==> src/rtl/sdio3w_cfg_ctrl.sv <==
// 3-wire SPI master: sequences one R/W + address + data register frame over a
// bidirectional SDIO pad (D/E out, Y in) with bus turnaround for reads.
module sdio3w_cfg_ctrl #(
  parameter int unsigned CLK_DIV = 4,
  parameter int unsigned ADDR_W  = 15,
  parameter int unsigned DATA_W  = 8
) (
  input  logic              CLK,
  input  logic              RESET,
  input  logic              REQ_VALID,
  output logic              REQ_READY,
  input  logic              REQ_RW,
  input  logic [ADDR_W-1:0] REQ_ADDR,
  input  logic [DATA_W-1:0] REQ_WDATA,
  output logic              RSP_VALID,
  output logic [DATA_W-1:0] RSP_RDATA,
  output logic              BUSY,
  output logic              SPI_CS_N,
  output logic              SPI_SCLK,
  output logic              SDIO_D,
  output logic              SDIO_E,
  input  logic              SDIO_Y
);

  localparam int unsigned FRAME_W  = 1 + ADDR_W + DATA_W;
  localparam int unsigned CNT_W    = $clog2(2 * CLK_DIV);
  localparam int unsigned BIT_W    = $clog2(FRAME_W);
  localparam int unsigned RD_START = 1 + ADDR_W;

  localparam logic [CNT_W-1:0] HALF_LAST  = CNT_W'(CLK_DIV - 1);
  localparam logic [CNT_W-1:0] HIGH_FIRST = CNT_W'(CLK_DIV);
  localparam logic [CNT_W-1:0] BIT_LAST   = CNT_W'(2 * CLK_DIV - 1);
  localparam logic [BIT_W-1:0] LAST_BIT   = BIT_W'(FRAME_W - 1);
  localparam logic [BIT_W-1:0] RD_FIRST   = BIT_W'(RD_START);

  if (CLK_DIV < 3 || CLK_DIV > 255) begin : g_bad_clk_div
    $error("CLK_DIV must be within 3..255");
  end

  typedef enum logic [2:0] {
    ST_IDLE,
    ST_SETUP,
    ST_SHIFT,
    ST_HOLD,
    ST_DONE,
    ST_GAP
  } state_t;

  state_t              state_q, state_d;
  logic [CNT_W-1:0]    cnt_q, cnt_d;
  logic [BIT_W-1:0]    bit_q, bit_d;
  logic [FRAME_W-1:0]  sr_q, sr_d;
  logic                rw_q, rw_d;
  logic [DATA_W-1:0]   rdata_q, rdata_d;
  logic [1:0]          sync_q;

  logic                turn_c;
  logic                cs_n_c, sclk_c, sdio_d_c, sdio_e_c, rsp_valid_c;
  logic [DATA_W-1:0]   rsp_rdata_c;

  // Next-state, datapath and pin decode; pins are registered one cycle later.
  always_comb begin
    state_d     = state_q;
    cnt_d       = cnt_q;
    bit_d       = bit_q;
    sr_d        = sr_q;
    rw_d        = rw_q;
    rdata_d     = rdata_q;
    turn_c      = 1'b0;
    cs_n_c      = 1'b1;
    sclk_c      = 1'b0;
    sdio_d_c    = 1'b0;
    sdio_e_c    = 1'b0;
    rsp_valid_c = 1'b0;
    rsp_rdata_c = RSP_RDATA;

    case (state_q)
      ST_IDLE: begin
        if (REQ_VALID && REQ_READY) begin
          state_d = ST_SETUP;
          cnt_d   = '0;
          sr_d    = {REQ_RW, REQ_ADDR, REQ_WDATA};
          rw_d    = REQ_RW;
          rdata_d = '0;
        end
      end
      ST_SETUP: begin
        cs_n_c   = 1'b0;
        sdio_e_c = 1'b1;
        sdio_d_c = sr_q[FRAME_W-1];
        if (cnt_q == HALF_LAST) begin
          state_d = ST_SHIFT;
          cnt_d   = '0;
          bit_d   = '0;
        end else begin
          cnt_d = cnt_q + 1'b1;
        end
      end
      ST_SHIFT: begin
        // Reads release the line for the data byte so the device can drive it.
        turn_c   = rw_q && (bit_q >= RD_FIRST);
        cs_n_c   = 1'b0;
        sclk_c   = (cnt_q >= HIGH_FIRST);
        sdio_e_c = !turn_c;
        sdio_d_c = turn_c ? 1'b0 : sr_q[FRAME_W-1];
        if (cnt_q == BIT_LAST) begin
          if (turn_c) begin
            rdata_d = {rdata_q[DATA_W-2:0], sync_q[1]};
          end
          cnt_d = '0;
          sr_d  = {sr_q[FRAME_W-2:0], 1'b0};
          if (bit_q == LAST_BIT) begin
            state_d = ST_HOLD;
          end else begin
            bit_d = bit_q + 1'b1;
          end
        end else begin
          cnt_d = cnt_q + 1'b1;
        end
      end
      ST_HOLD: begin
        cs_n_c = 1'b0;
        if (cnt_q == HALF_LAST) begin
          state_d = ST_DONE;
          cnt_d   = '0;
        end else begin
          cnt_d = cnt_q + 1'b1;
        end
      end
      ST_DONE: begin
        rsp_valid_c = 1'b1;
        rsp_rdata_c = rw_q ? rdata_q : '0;
        state_d     = ST_GAP;
        cnt_d       = '0;
      end
      ST_GAP: begin
        if (cnt_q == HALF_LAST) begin
          state_d = ST_IDLE;
          cnt_d   = '0;
        end else begin
          cnt_d = cnt_q + 1'b1;
        end
      end
      default: begin
        state_d = ST_IDLE;
      end
    endcase
  end

  // State, datapath, synchroniser and registered outputs.
  always_ff @(posedge CLK) begin
    if (RESET) begin
      state_q   <= ST_IDLE;
      cnt_q     <= '0;
      bit_q     <= '0;
      sr_q      <= '0;
      rw_q      <= 1'b0;
      rdata_q   <= '0;
      sync_q    <= '0;
      REQ_READY <= 1'b0;
      BUSY      <= 1'b0;
      RSP_VALID <= 1'b0;
      RSP_RDATA <= '0;
      SPI_CS_N  <= 1'b1;
      SPI_SCLK  <= 1'b0;
      SDIO_D    <= 1'b0;
      SDIO_E    <= 1'b0;
    end else begin
      state_q   <= state_d;
      cnt_q     <= cnt_d;
      bit_q     <= bit_d;
      sr_q      <= sr_d;
      rw_q      <= rw_d;
      rdata_q   <= rdata_d;
      sync_q    <= {sync_q[0], SDIO_Y};
      REQ_READY <= (state_d == ST_IDLE);
      BUSY      <= (state_d != ST_IDLE);
      RSP_VALID <= rsp_valid_c;
      RSP_RDATA <= rsp_rdata_c;
      SPI_CS_N  <= cs_n_c;
      SPI_SCLK  <= sclk_c;
      SDIO_D    <= sdio_d_c;
      SDIO_E    <= sdio_e_c;
    end
  end

endmodule
==> config.mk <==
export PLATFORM = sky130hd
export DESIGN_NAME = sdio3w_cfg_ctrl
export DESIGN_NICKNAME = d
export VERILOG_FILES = /design/src/rtl/sdio3w_cfg_ctrl.sv
export SDC_FILE = /design/constraint.sdc
export NUM_CORES = 1
export LEC_CHECK = 0
export CORE_MARGIN = 1.5
export CORE_UTILIZATION = 48
export DETAILED_ROUTE_END_ITERATION = 16
export GPL_ROUTABILITY_DRIVEN = 0
export PLACE_DENSITY = 0.76
export RECOVER_POWER = 100
export REMOVE_ABC_BUFFERS = 1
export SLEW_MARGIN = 0
export SYNTH_ARGS = -nofsm -noshare
export SYNTH_HDL_FRONTEND = slang
export SYNTH_SLANG_ARGS = --single-unit
==> constraint.sdc <==
create_clock -name CLK -period 1.6 [get_ports CLK]
set_input_delay 0.4 -clock CLK [delete_from_list [all_inputs] [get_ports CLK]]
set_output_delay 0.4 -clock CLK [all_outputs]
set_load 0.05 [all_outputs]
==> out/metrics.csv <==
metric;value;unit
clk_skew;6.82;ps
crit share post-route;100;%
Starting Density;50.0;%
share of layout cells above drive strength 1;23.3;%
Setup crit start;cnt_q[0];
Slew @ Worst Pin;506;ps
H-tree level count;3;
FF-to-FF path depth;7;
Pwr Density;954;nW/um^2
max-cap violations;0;
violations in the final reports;setup timing;
Antenna Nets Post-Route;0;
ys async rst share;0;%
Worst path slowest cell;dfxtp_2;
Area Overhead vs Synth;38.4;%
Synth Flop Type;dfxtp_1;
CP dominant cell by count;ha_4;
grt met3 use;7.01;%
cell family with most CP delay;compound AO/OA/AOI/OAI gates;
final wirelength;6590;microns
Synth area leader;dfxtp_1;
cell count after synthesis;300;
Final Hold Viols;0;
Post-Synth Adder-Cell Area;2.71;%
Clock Sinks;61;
Achievable Freq;625;MHz
Register Area;1230;sq um
largest net degree at the start of global routing;33;
Post-Synth Simple-Gate Area;18.8;%
ant diodes;0;
Min Hold Slack;450;ps
Die W;79.0;microns
maximum fanout along the worst path;12;
number of remaining DRC errors;0;
mux cell area share after synthesis;11.9;%
Avg Inst Size Synth;9.24;sq um
Yosys Warn Count;0;
vias in the first global route;2338;
CTS Buf Count;9;
relative slew slack;66.2;%
critical-path cell list;ha_4 > ha_4 > nand2_2 > a211oi_4 > buf_12 > clkbuf_16 > a221oi_1;
total power;3.66;mW
WS Path Type;flop to flop;
largest family of logic cells by synthesized area;simple AND/OR/NAND/NOR gates;
Multi-input gate area;1490;sq um
global-route wire length before repair;10700;microns
clk_lat worst skew;340;ps
Initial DRC Count;162;
CP max stage delay;340;ps
DR WL/cell;15.1;microns
R2R Setup Slk;-1;ps
share of the synthesized area in the top cell type;44.1;%
Die ar.;6240;sq um
hpwl dp;4250;microns
M2 GR Usage;35.0;%
CTS root buf;clkbuf_8;
total gr overflow;0;
Yosys cell types;43;
setup ws final;-1.28;ps
Worst VDD drop;0.863;mV
Port Buffer Count;42;
most instantiated cells after synthesis;dfxtp_1, mux2i_1, nor2_1;
Design Area, Final;3830;sq um
post-synthesis compound-gate area fraction;16.2;%
CTS tree;built;
reg-to-reg startpoint;cnt_q[0];
Synth Register Bits;61;
GRT met1 Usage;28.2;%
crit end category;flop;
All-Layer GR Usage;21.9;%
GR peak layer;met2;
Synth Area in XOR/XNOR;0.316;%
Final min period;1600;ps
post-place instance area;3600;sq um
nets;395;
via count;2475;
Mapped Area;2770;sq um
WP data required;1830;ps
most numerous cell in the Yosys netlist;dfxtp_1;
Lkg Pwr;1.43;nW
Fillers;445;
status;finished, violations left;
synth top area cells;dfxtp_1, mux2i_1, a221oi_1;
RSZ-0062 raised after global routing;yes;
Total Neg Setup Slack;-1.28;ps
Die Ht;79.0;microns
initial antenna violation count;0;
WP depth;7;
crit path to;sr_q[10];
maximum clock path buffer count;2;
num ports;43;
Reg clk slew, reported paths;70;ps
Max Slew Vio Count;0;
Startpoint Class;flop;
Hold Path Class;flop to flop;
vias per inst;5.66;
post-synthesis sequential area ratio;44.1;%
Core Area;5540;sq um
Cell Rows;27;
Layout Utilization;69.2;%
Buf+Inv Stages, Crit Path;2;
FF-to-FF End;sr_q[10];
Worst Path Arrival;1840;ps
hold_buf cts;0;
Pre-antenna DRT Iters;4;
EDFF count, synth;0;
# setup viols final;1;
## cell families (layout without fill, tap and decap cells)
| kind of cell | after synthesis | after routing |
|---|---|---|
| mux | 33 | 33 |
| simple gates | 101 | 101 |
| xor+xnor | 1 | 1 |
| fa+ha+maj | 6 | 6 |
| flops | 61 | 61 |
| buf+inv | 37 | 102 |
| compound gates | 61 | 61 |
## cells in the final DEF, fill, tap and decap left out, types with 6 or more instances in the layout
cell / instances
a21oi_1: 15
a221oi_1: 22
buf_12: 6
buf_4: 23
clkbuf_2: 11
clkbuf_8: 12
clkdlybuf4s50_1: 25
dfxtp_1: 55
inv_1: 10
mux2i_1: 33
nand2_1: 21
nand3_1: 21
nor2_1: 28
o21ai_0: 7
## repair_timing
item	4_1_cts	5_1_grt
resized for setup	13	14
hold endpoints to repair	0	0
setup endpoints to repair	40	38
pin swaps	4	7
setup buffers	0	2
gates cloned	0	2
## per-stage QoR
| step | cells | setup WS (ps) |
|---|---|---|
| detailed placement | 418 | -354 |
| global route | 437 | -69.5 |
| CTS | 433 | -2.71 |
| finish | 437 | -1.28 |
| global placement | 418 | -327 |
| floorplan | 273 | -2660 |
## area by class of cell
| type | instances | share of cell area (%) |
|---|---|---|
| inverters | 10 | 0.979 |
| clock buffers | 12 | 4.31 |
| repair buffers | 77 | 19.8 |
| well taps | 72 | 2.35 |
| clock inverters | 3 | 1.76 |
| flip-flops and latches | 61 | 32.1 |
| multi-input cells | 202 | 38.7 |
## power breakdown
part	total, mW	internal [mW]	switching, mW
combinational	0.450	0.239	0.212
clock	1.58	0.996	0.581
sequential	1.63	1.59	0.0424
total	3.66	2.82	0.835
## flip-flops by register name (all words and copies together) (netlist names)
register / count
SDIO_D: 1
sr_q: 24
BUSY: 1
RSP_RDATA: 8
REQ_READY: 1
cnt_q: 3
sync_q: 2
state_q: 3
rdata_q: 8
bit_q: 5
SDIO_E: 1
rw_q: 1
RSP_VALID: 1
SPI_CS_N: 1
SPI_SCLK: 1
## worst register-to-register path, cell delays in order (launching register included)
cell,delay (ps)
dfxtp_2,340
ha_4,170
ha_4,180
nand2_2,120
a211oi_4,80
buf_12,150
clkbuf_16,160
a221oi_1,300
## per-layer routing
| layer | wire length (microns) | vias to the layer above |
|---|---|---|
| met5 | 0 | - |
| met4 | 85 | 0 |
| met3 | 361 | 10 |
| met2 | 3120 | 74 |
| met1 | 3020 | 1177 |
| li1 | - | 1214 |
## how the worst min path moves through the flow
stage / startpoint / cells after the start / endpoint
after global routing: rdata_q[7] / 2 / rdata_q[7]
after floorplan: sr_q[23] / 2 / SDIO_D
after detailed placement: sync_q[0] / 1 / sync_q[1]
after CTS: sync_q[0] / 1 / sync_q[1]
final: RSP_RDATA[3] / 2 / RSP_RDATA[3]
after global placement: sync_q[0] / 1 / sync_q[1]
No activity file was read; power rests on OpenSTA's default activity.
